**config.mk**
```make
export PLATFORM = sky130hd
export DESIGN_NAME = fetch_queue_flat
export DESIGN_NICKNAME = d
export VERILOG_FILES = /design/src/rtl/fetch_queue_if.sv /design/src/rtl/fetch_queue.sv /design/src/flat_wrapper.sv
export SDC_FILE = /design/constraint.sdc
export NUM_CORES = 1
export LEC_CHECK = 0
export CAP_MARGIN = 20
export CORE_UTILIZATION = 55
export CTS_BUF_LIST = sky130_fd_sc_hd__clkbuf_4
export CTS_CLUSTER_DIAMETER = 120
export DETAILED_ROUTE_END_ITERATION = 7
export GPL_ROUTABILITY_DRIVEN = 0
export HOLD_SLACK_MARGIN = 0.06
export PLACE_DENSITY_LB_ADDON = 0.3
export SETUP_SLACK_MARGIN = 0.4
export SYNTH_ARGS = -nofsm -noshare
export SYNTH_HDL_FRONTEND = slang
export SYNTH_SLANG_ARGS = --single-unit
export TNS_END_PERCENT = 100
```
**constraint.sdc**
```tcl
create_clock -name clk -period 16.2 [get_ports clk]
set_clock_uncertainty 0.1 [all_clocks]
set_input_delay 1.62 -clock clk [delete_from_list [all_inputs] [get_ports clk]]
set_output_delay 1.62 -clock clk [all_outputs]
set_load 0.02 [all_outputs]
```
**src/rtl/fetch_queue_if.sv**
```systemverilog
// Fetch-to-decode handshake bundle: the enqueue side (in_*) and the dequeue side (out_*).
// The master modport is the producer/consumer environment; the slave modport is the queue.
interface fetch_queue_if #(
    parameter int PC_W    = 12,
    parameter int INSTR_W = 32
);
    logic               in_valid;
    logic [INSTR_W-1:0] in_instr;
    logic [PC_W-1:0]    in_pc;
    logic               in_ready;
    logic               out_valid;
    logic [INSTR_W-1:0] out_instr;
    logic [PC_W-1:0]    out_pc;
    logic               out_ready;

    modport master (
        output in_valid, in_instr, in_pc, out_ready,
        input  in_ready, out_valid, out_instr, out_pc
    );

    modport slave (
        input  in_valid, in_instr, in_pc, out_ready,
        output in_ready, out_valid, out_instr, out_pc
    );
endinterface

```
**src/rtl/fetch_queue.sv**
```systemverilog
// Instruction fetch queue: DEPTH-entry circular FIFO between fetch and decode, with
// end-of-trace detection on zero instructions. Optional same-cycle bypass: FETCH_QUEUE_BYPASS_EN.
module fetch_queue #(
    parameter int DEPTH   = 8,
    parameter int PC_W    = 12,
    parameter int INSTR_W = 32
) (
    input  logic                     clk,
    input  logic                     rst,
    input  logic                     flush,
    fetch_queue_if.slave             bus,
    output logic [$clog2(DEPTH):0]   count,
    output logic                     trace_done
);
    localparam int AW = $clog2(DEPTH);
    localparam int CW = AW + 1;
    localparam int EW = INSTR_W + PC_W;

    logic [EW-1:0] mem [DEPTH];
    logic [AW-1:0] wr_ptr;
    logic [AW-1:0] rd_ptr;

    logic          in_ready_i;
    logic          zero_instr;
    logic          accept;
    logic          enq;
    logic          deq;
    logic          bypass;
    logic [EW-1:0] head;

    // Full-ness alone gates in_ready, so a full queue never enqueues even while draining.
    always_comb begin
        in_ready_i = 1'b0;
        zero_instr = 1'b0;
        accept     = 1'b0;
        enq        = 1'b0;
        deq        = 1'b0;
        bypass     = 1'b0;
        head       = mem[rd_ptr];

        in_ready_i = !rst && (count < CW'(DEPTH));
        zero_instr = (bus.in_instr == '0);
        accept     = bus.in_valid && in_ready_i;
`ifdef FETCH_QUEUE_BYPASS_EN
        bypass     = !rst && (count == '0) && bus.in_valid && !zero_instr && !flush;
        deq        = (count != '0) && bus.out_ready && !flush;
        enq        = accept && !zero_instr && !flush && !(bypass && bus.out_ready);
`else
        deq        = (count != '0) && bus.out_ready && !flush;
        enq        = accept && !zero_instr && !flush;
`endif
    end

    // Output mux: bypassed input, stored head, or zeros when nothing is presented.
    always_comb begin
        bus.in_ready  = in_ready_i;
        bus.out_valid = 1'b0;
        bus.out_instr = '0;
        bus.out_pc    = '0;
        if (bypass) begin
            bus.out_valid = 1'b1;
            bus.out_instr = bus.in_instr;
            bus.out_pc    = bus.in_pc;
        end else if (count != '0) begin
            bus.out_valid = 1'b1;
            bus.out_instr = head[EW-1:PC_W];
            bus.out_pc    = head[PC_W-1:0];
        end
    end

    always_ff @(posedge clk) begin
        if (enq) begin
            mem[wr_ptr] <= {bus.in_instr, bus.in_pc};
        end
    end

    // Pointers wrap naturally because DEPTH is a power of two.
    always_ff @(posedge clk or posedge rst) begin
        if (rst) begin
            wr_ptr     <= '0;
            rd_ptr     <= '0;
            count      <= '0;
            trace_done <= 1'b0;
        end else if (flush) begin
            wr_ptr     <= '0;
            rd_ptr     <= '0;
            count      <= '0;
            trace_done <= 1'b0;
        end else begin
            if (enq) begin
                wr_ptr <= wr_ptr + AW'(1);
            end
            if (deq) begin
                rd_ptr <= rd_ptr + AW'(1);
            end
            if (enq && !deq) begin
                count <= count + CW'(1);
            end else if (deq && !enq) begin
                count <= count - CW'(1);
            end
            if (accept && zero_instr) begin
                trace_done <= 1'b1;
            end
        end
    end
endmodule
```
**src/flat_wrapper.sv**
```systemverilog
// flat-port wrapper written by rule: the top's interface ports become plain ports
module fetch_queue_flat 
#(
    parameter int DEPTH   = 8,
    parameter int PC_W    = 12,
    parameter int INSTR_W = 32
)
  (clk, rst, flush, count, trace_done, bus_in_valid, bus_in_instr, bus_in_pc, bus_out_ready, bus_in_ready, bus_out_valid, bus_out_instr, bus_out_pc);
  fetch_queue_if #(.PC_W(PC_W), .INSTR_W(INSTR_W)) bus_i ();
  input  logic clk;
  input  logic rst;
  input  logic flush;
  output logic [$clog2(DEPTH):0] count;
  output logic trace_done;
  input wire logic [$bits(bus_i.in_valid)-1:0] bus_in_valid;
  input wire logic [$bits(bus_i.in_instr)-1:0] bus_in_instr;
  input wire logic [$bits(bus_i.in_pc)-1:0] bus_in_pc;
  input wire logic [$bits(bus_i.out_ready)-1:0] bus_out_ready;
  output wire logic [$bits(bus_i.in_ready)-1:0] bus_in_ready;
  output wire logic [$bits(bus_i.out_valid)-1:0] bus_out_valid;
  output wire logic [$bits(bus_i.out_instr)-1:0] bus_out_instr;
  output wire logic [$bits(bus_i.out_pc)-1:0] bus_out_pc;
  assign bus_i.in_valid = bus_in_valid;
  assign bus_i.in_instr = bus_in_instr;
  assign bus_i.in_pc = bus_in_pc;
  assign bus_i.out_ready = bus_out_ready;
  assign bus_in_ready = bus_i.in_ready;
  assign bus_out_valid = bus_i.out_valid;
  assign bus_out_instr = bus_i.out_instr;
  assign bus_out_pc = bus_i.out_pc;
  fetch_queue #(.DEPTH(DEPTH), .PC_W(PC_W), .INSTR_W(INSTR_W)) u_core (.clk(clk), .rst(rst), .flush(flush), .bus(bus_i), .count(count), .trace_done(trace_done));
endmodule
```
# [Word level (Yosys, flattened, before mapping)]
# Memories as Yosys holds them, arrays and structs flattened.
# Cells that the tools add are included.
[classes] mux=14 addsub=4 n_bitwise=0 n_reduce_logical=20 n_mul=0 magnitude_cmp=1 n_eq_ne=0 div=0 shifts=0
[ops] op="$logic_not A32 Y1" n=1
[ops] op="$mux W32" n=1
[ops] op="$mux W12" n=1
[ops] op="$mux W3" n=4
[ops] op="$mux W4" n=3
[ops] op="$logic_and A1 B1 Y1" n=9
[ops] op="$add A3 B1 Y3 const B" n=2
[ops] op="$reduce_bool A2 Y1" n=3
[ops] op="$logic_not A1 Y1" n=5
[ops] op="$mux W1" n=5
[ops] op="$add A4 B1 Y4 const B" n=1
[ops] op="$lt A4 B4 Y1 const B" n=1
[ops] op="$reduce_bool A4 Y1" n=1
[ops] op="$sub A4 B1 Y4 const B" n=1
[ops] op="$reduce_bool A3 Y1" n=1
[word_totals] romBits=0 word_cells=44 mem_bits_rw=352 output_inout_bits=51 reg_bits=11 latchBits=0 in_bits=49 mem_count=1
[memory_table] memory="u_core.mem" words=8 width=44 rd=1 rd_clocked_by_memory_dff=0 write_ports=1 line="fetch_queue.sv:19" rtl="logic [EW-1:0] mem [DEPTH];"

# [Depth between registers and ports, before layout]
# Gate-level depths: netlist (run 1).
[logic_depth] depth_word=10 ltp_mapped=11 mapped_depth_nobuf=10

# [Worst setup path before layout (run 1)]
# OpenSTA, ideal clock, no wires.
[synth_path] path_kind="input-to-reg" startpoint="input port rst" endpoint="memory u_core.mem[3][0] (netlist name), enable pin" setup_slack_ns=8.330 t_required_ns=15.529 n_path_buf=0 setup_time_ns=0.571 cell_stages=4 arrival_ns=7.199 cell_sequence="nor2_1 -> o211ai_2 -> or2_1 -> nor4b_1"
[synth_between] elab_chain_len=7
[synth_rtl] item="start, declared" line="flat_wrapper.sv:11" rtl="input logic rst;"
[synth_rtl] item="$logic_not A1 Y1" line="fetch_queue.sv:41" rtl="in_ready_i = !rst && (count < CW'(DEPTH));"
[synth_rtl] item="$logic_and A1 B1 Y1" line="fetch_queue.sv:41"
[synth_rtl] item="$logic_and A1 B1 Y1" line="fetch_queue.sv:43" rtl="accept = bus.in_valid && in_ready_i;"
[synth_rtl] item="$logic_and A1 B1 Y1 (2 in a row)" line="fetch_queue.sv:50" rtl="enq = accept && !zero_instr && !flush;"
[synth_rtl] item="$mux W1" line="fetch_queue.sv:72" rtl="if (enq) begin"
[synth_rtl] item="$mux W1 (implied by the code)" line="fetch_queue.sv:73" rtl="mem[wr_ptr] <= {bus.in_instr, bus.in_pc};"
[synth_rtl] item="end, declared" line="fetch_queue.sv:19"
# No other way between the ends.

# [Worst setup path in the final report (run 1)]
[layout_path] startpoint="register u_core.rd_ptr[0]" endpoint="output port bus_out_instr[20]"
[layout_between] elab_chain_len=2
[layout_rtl] item="start, declared" line="fetch_queue.sv:21" rtl="logic [AW-1:0] rd_ptr;"
[layout_rtl] item="start signal, assigned" line="fetch_queue.sv:94" rtl="rd_ptr <= rd_ptr + AW'(1);"
[layout_rtl] item="$mem_v2 Z8 W44"
[layout_rtl] item="$mux W32" line="fetch_queue.sv:64" rtl="end else if (count != '0) begin"
[layout_rtl] item="end, declared" line="flat_wrapper.sv:21" rtl="output wire logic [$bits(bus_i.out_instr)-1:0] bus_out_instr;"
# No other way between the ends.

==> metrics.txt, run 1 <==
post-synth top area cell=edfxtp_1; post-synthesis net count=710; DP HPWL=15700 µm; Worst-Margin Slew=0.983 ns; Setup Slack @ Placement=10.73 ns; Hold Crit Class=reg -> reg; hold buffer count at cts=0; Yosys warnings=0; RSZ-0062 raised after global routing=false; Hold Path Origin=u_core.trace_done; core area=about 25000 µm²; min cycle time layout=5.33 ns; Die H=162 µm; Crit. End Element=primary output; #FFs+latches synth=363; Worst Hold Depth=2; Post-CTS Setup Inserts=0; largest net degree at the start of global routing=59; Sequential Power Share=45.2%; Hold Fails Final Rpt=0; routed vias=7155; clock root cell=clkbuf_4; Initial DRC Count=about 460; Lkg Pwr=about 5.3 nW; R2R Path End=u_core.mem[7][10]; Switching Share=28.1%; Synth area leaders=edfxtp_1, mux4_2, mux2i_1; switching pwr=0.668 mW; Worst-path clk slew=roughly 0.08 ns; Die Wd=162 µm; average wire per standard cell=23.5 µm; Crit Path Class=reg -> out; post-CTS sizing=0; P_int=1.71 mW; cell area after synthesis=14200 µm²; Via-to-Cell Ratio=around 5.9; ANT nets after route=0; Critical Path RT=14.48 ns; gr usage total=22.7%; Cell Pwr Density=142 nW/µm²; Longest Clk Path Bufs=3; DIE AREA=~26000 µm²; routed wire length=about 29000 µm; total grt overflow=0; setup TNS=0 ns; CTS tree=built; Residual DRC=0; maximum VDD drop=0.216 mV; Initial Utilization=56.2%; CP Launch Point=u_core.rd_ptr[0]; Max Slew Vio Count=0; status=finished clean; Final nets=881; Worst Hold End=u_core.trace_done; I/O Pins=100; setup violators final=0; Logic pwr share=24.2%; CTS Buf Count=slightly below 90; worst path arrival time=3.61 ns; Post-Syn Instances=between 600 and 700; first-pass GRT wire length=~44000 µm; antenna violations before repair=2; synthesis-to-finish area growth=18.0%; R2R setup slack=12.73 ns; Rows=58; number of global-route vias before repair=7808; worst skew pair latency=0.66 ns; clock sinks=363; share of layout cells above drive strength 1=28.1%; Slew HR=between 30% and 40%; Avg Cell Area, Syn=21.6 µm²; number of H-tree levels=3; Port Buffers=99; startpoint types=register; critical path peak fanout=40; synth unique cells=40; Final Cycle Share=32.9%; worst setup margin=10.87 ns; Synth top area share=74.7%; post-route insts no fill=1219; sequential area share after synthesis=76.6%; Peak Freq=188 MHz; DR pass1 iterations=5; Clock Power Share=between 30% and 40%; worst reg2reg startpoint=u_core.count[3]; cells on worst reg2reg path=5; max-cap violation count=0; dpl cells=1067
[layer usage]
metal	GRT usage, %	vias to the layer above	part of all wire [%]
met3	5.37	53	7.1
met4	9.05	0	2.1
met1	29.8	3692	40
li1	-	3107	-
met5	0	-	0
met2	37.1	303	51
[layout make-up]
class	count	area, µm²
Antenna cell	2	5.00
Clock buffer	118	886
Clock inverter	31	205
Fill cell	1613	8480
Inverter	8	30.0
Multi-Input combinational cell	251	3170
Sequential cell	363	10900
Tap cell	330	413
Timing Repair Buffer	116	1140
[through the flow]
step                      utilization [%]  total power [mW]  cell area (µm²)  hold WS (ns)
after detailed placement             61.9              1.68            15600         0.437
after floorplan                         -              1.45            14200         0.483
after global routing                 66.3              2.48            16700         0.491
final                                66.3              2.38            16700         0.469
after global placement               61.9              1.66            15600         0.439
after CTS                            66.2              2.40            16700         0.461
[worst max-delay path, stage by stage (launching register included)]
cell	delay (ns)
dfrtp_4	0.74
buf_4	0.71
mux4_2	0.60
mux2i_1	0.17
nor2_1	0.10
clkdlybuf4s50_1	0.58
[placed cells by master (no fill, tap or decap), types with 2 or more instances in the layout]
cell type / instances
nor3_1: 4
nor2_1: 55
clkbuf_4: 118
xor2_1: 2
dfrtp_1: 8
inv_1: 7
inv_2: 3
or3_1: 4
clkinv_1: 22
diode_2: 2
mux4_2: 88
nor4b_2: 2
buf_4: 16
mux2i_1: 46
a21oi_1: 3
dfrtp_4: 2
clkinv_2: 2
nand2_1: 7
nor2_4: 2
a31oi_1: 2
clkdlybuf4s50_1: 99
nand3b_1: 2
nor4_1: 8
nand4_1: 2
xnor2_1: 2
edfxtp_1: 352
clkinvlp_4: 2
bufinv_16: 3
ha_1: 4
[power by group through the flow]
stage	clock network (mW)	registers (mW)	logic (mW)
2_1_floorplan	0	1.08	0.365
3_3_place_gp	0	1.11	0.557
3_5_place_dp	0	1.11	0.565
4_1_cts	0.741	1.09	0.568
5_1_grt	0.789	1.08	0.617
6_report	0.726	1.08	0.577
[worst max-delay path by stage]
stage	to	slack, ns	depth (start not counted)
floorplan	u_core.mem[3][0]	8.33	4
global placement	u_core.count[2]	10.90	10
global route	bus_out_instr[20]	10.60	5
finish	bus_out_instr[20]	10.87	5
CTS	bus_out_instr[20]	10.26	5
detailed placement	u_core.count[2]	10.73	10
[cell families (layout without fill, tap and decap cells)]
kind of cell	after synthesis	count (layout)	share of synthesized area [%]
adder cells (fa/ha/maj)	5	5	0.495
buffers and inverters	42	273	1.33
multiplexers	134	134	17.3
other	0	2	0
AND/OR/NAND/NOR	96	96	3.32
flip-flops	363	363	76.6
XOR/XNOR	5	5	0.407
AO/OA/AOI/OAI	11	11	0.566
[synthesized netlist by cell type, drive strengths merged]
cell type	instances
a21o	1
a21oi	3
a31oi	2
and2	1
and3	1
buf	22
clkbuf	12
dfrtp	11
edfxtp	352
fa	1
ha	4
inv	8
mux2i	46
mux4	88
nand2	7
nand3	1
nand3b	2
nand4	2
nand4b	1
nor2	57
nor3	5
nor4	10
nor4b	2
nor4bb	1
o2111ai	1
o211ai	2
o21ai	2
or2	1
or3	4
or4	1
xnor2	2
xnor3	1
xor2	2
[sequential cells by signal (all words and copies together) (netlist names)]
register / count
u_core.mem: 352
u_core.count: 4
u_core.rd_ptr: 3
u_core.wr_ptr: 3
u_core.trace_done: 1
Note: power is estimated with default switching activity, not from simulation.
==> run 2, diff against run 1 <==
==> constraint.sdc (replaced) <==
create_clock -name clk -period 4.56 [get_ports clk]
set_clock_uncertainty 0.1 [all_clocks]
set_input_delay 0.456 -clock clk [delete_from_list [all_inputs] [get_ports clk]]
set_output_delay 0.456 -clock clk [all_outputs]
set_load 0.02 [all_outputs]
==> metrics.txt, run 2 (synthesis gave the netlist of run 1 again) <==
status=finished clean; Post-DP Area=15700 µm²; clock sinks=363; Crit. End Element=primary output; ANT nets after route=0; antenna violations before repair=2; Die Wd=162 µm; max-cap violation count=0; dpl cells=1072; R2R setup slack=~1.5 ns; CTS Buf Count=just under 90; Lkg Pwr=5.29 nW; largest net degree at the start of global routing=between 90 and 100; Rows=58; Crit Path Class=reg -> out; min cycle time layout=3.77 ns; worst skew pair latency=0.70 ns; number of H-tree levels=3; CTS tree=built; Critical Path Sink=bus_out_instr[0]; Largest Register=u_core.mem; gr usage total=a little under a quarter; Via-to-Cell Ratio=just under 6; Hold Fails Final Rpt=0; cells on worst reg2reg path=6; Max Slew Vio Count=0; DIE AREA=26400 µm²; final instance area=~17000 µm²; DP HPWL=about 16000 µm; post-CTS sizing=0; commonest non-fill, non-tap cell in the layout=edfxtp_1; core area=between 20000 and 30000 µm²; Worst-path clk slew=0.07 ns; critical path peak fanout=20; CP Launch Point=u_core.rd_ptr[0]; Final nets=about 890; first-pass GRT wire length=43700 µm; Initial Utilization=roughly 56%; Cell Pwr Density=497 nW/µm²; number of global-route vias before repair=between 7000 and 8000; Largest register FFs=~350; routed vias=around 7000; Hold Crit Class=in -> reg; clock root cell=clkbuf_4; Final Cycle Share=82.7%; DR pass1 iterations=4; Initial DRC Count=606; Hold Path Origin=bus_in_instr[7]; setup violators final=0; Worst-Margin Slew=0.793 ns; maximum VDD drop=0.486 mV; Die H=162 µm; RSZ-0062 raised after global routing=false; average wire per standard cell=23.3 µm; worst path arrival time=3.21 ns; most frequent cells in the layout=edfxtp_1, clkbuf_4, clkdlybuf4s50_1; Slew HR=46.9%; Residual DRC=0; total grt overflow=0; worst setup margin=0.790 ns; Setup Slack @ Placement=0.641 ns; startpoint types=register; Longest Clk Path Bufs=3; routed wire length=roughly 28000 µm; Peak Freq=265 MHz; Critical Path RT=4.00 ns; I/O Pins=100; share of layout cells above drive strength 1=28.6%; synthesis-to-finish area growth=18.3%; R2R Path End=u_core.mem[1][32]; post-route insts no fill=1224; worst reg2reg startpoint=u_core.count[3]; Port Buffers=99; setup TNS=0 ns; biggest regs=u_core.mem: 352 flops, u_core.count: 4 flops
run 2: changes by cell type in the layout (fill, tap and decap cells not counted), sizes merged:
cell,before,now
bufinv,3,0
inv,10,12
diode,2,1
clkinvlp,2,0
clkbuf,118,120
buf,17,22
dlygate4sd3,0,1
clkinv,24,25
run 2: layout make-up:
| class | count | area [µm²] |
|---|---|---|
| clock inverter | 29 | 114 |
| multi-input combinational | 251 | 3210 |
| timing repair buffer | 122 | 1220 |
| tap | 330 | 413 |
| sequential | 363 | 10900 |
| antenna | 1 | 2.50 |
| clock buffer | 120 | 901 |
| inverter | 8 | 30.0 |
| fill | 1596 | 8440 |
run 2: how the worst min path moves through the flow:
stage / endpoint / slack, ns / depth (start not counted)
2_1_floorplan: u_core.count[0] / 0.21 / 1
3_3_place_gp: u_core.trace_done / 0.39 / 2
3_5_place_dp: u_core.trace_done / 0.40 / 2
4_1_cts: u_core.mem[3][19] / 0.35 / 1
5_1_grt: u_core.mem[0][0] / 0.37 / 1
6_report: u_core.mem[6][19] / 0.40 / 1
run 2: routing by layer:
layer / wire (µm) / vias up / part of all wire [%] / GRT usage, %
li1: - / 3132 / - / -
met1: 11800 / 3725 / 41 / 30.2
met2: 14400 / 270 / 51 / 37.2
met3: 1730 / 45 / 6.1 / 5.17
met4: 504 / 2 / 1.8 / 8.15
met5: 13 / - / 0.046 / 0
run 2: where the power goes:
part           switching, mW  internal, mW  leakage [nW]  total [mW]
Combinational           1.10          1.01          1.35        2.11
Sequential            0.0668          3.72          3.31        3.79
Clock                   1.22          1.22         0.618        2.43
run 2: critical path, cell delays in order (launching register included):
cell and delay, ns:
dfrtp_4 0.66, buf_4 0.45, mux4_2 0.57, mux2i_1 0.16
nor2_1 0.08, clkdlybuf4s50_1 0.58
run 2: metrics by stage:
stage	hold slack, ns	utilization (%)	total power [mW]
after floorplan	0.208	-	5.14
after global placement	0.395	62.2	5.92
after detailed placement	0.402	62.3	5.97
after CTS	0.353	66.4	8.41
after global routing	0.372	66.5	8.72
final	0.404	66.5	8.33
run 2: timing repair:
item | 4_1_cts | 5_1_grt
endpoints found under the setup margin | 0 | 9
setup buffers | 0 | 1
hold buffers | 1 | 0
endpoints found under the hold margin | 11 | 0
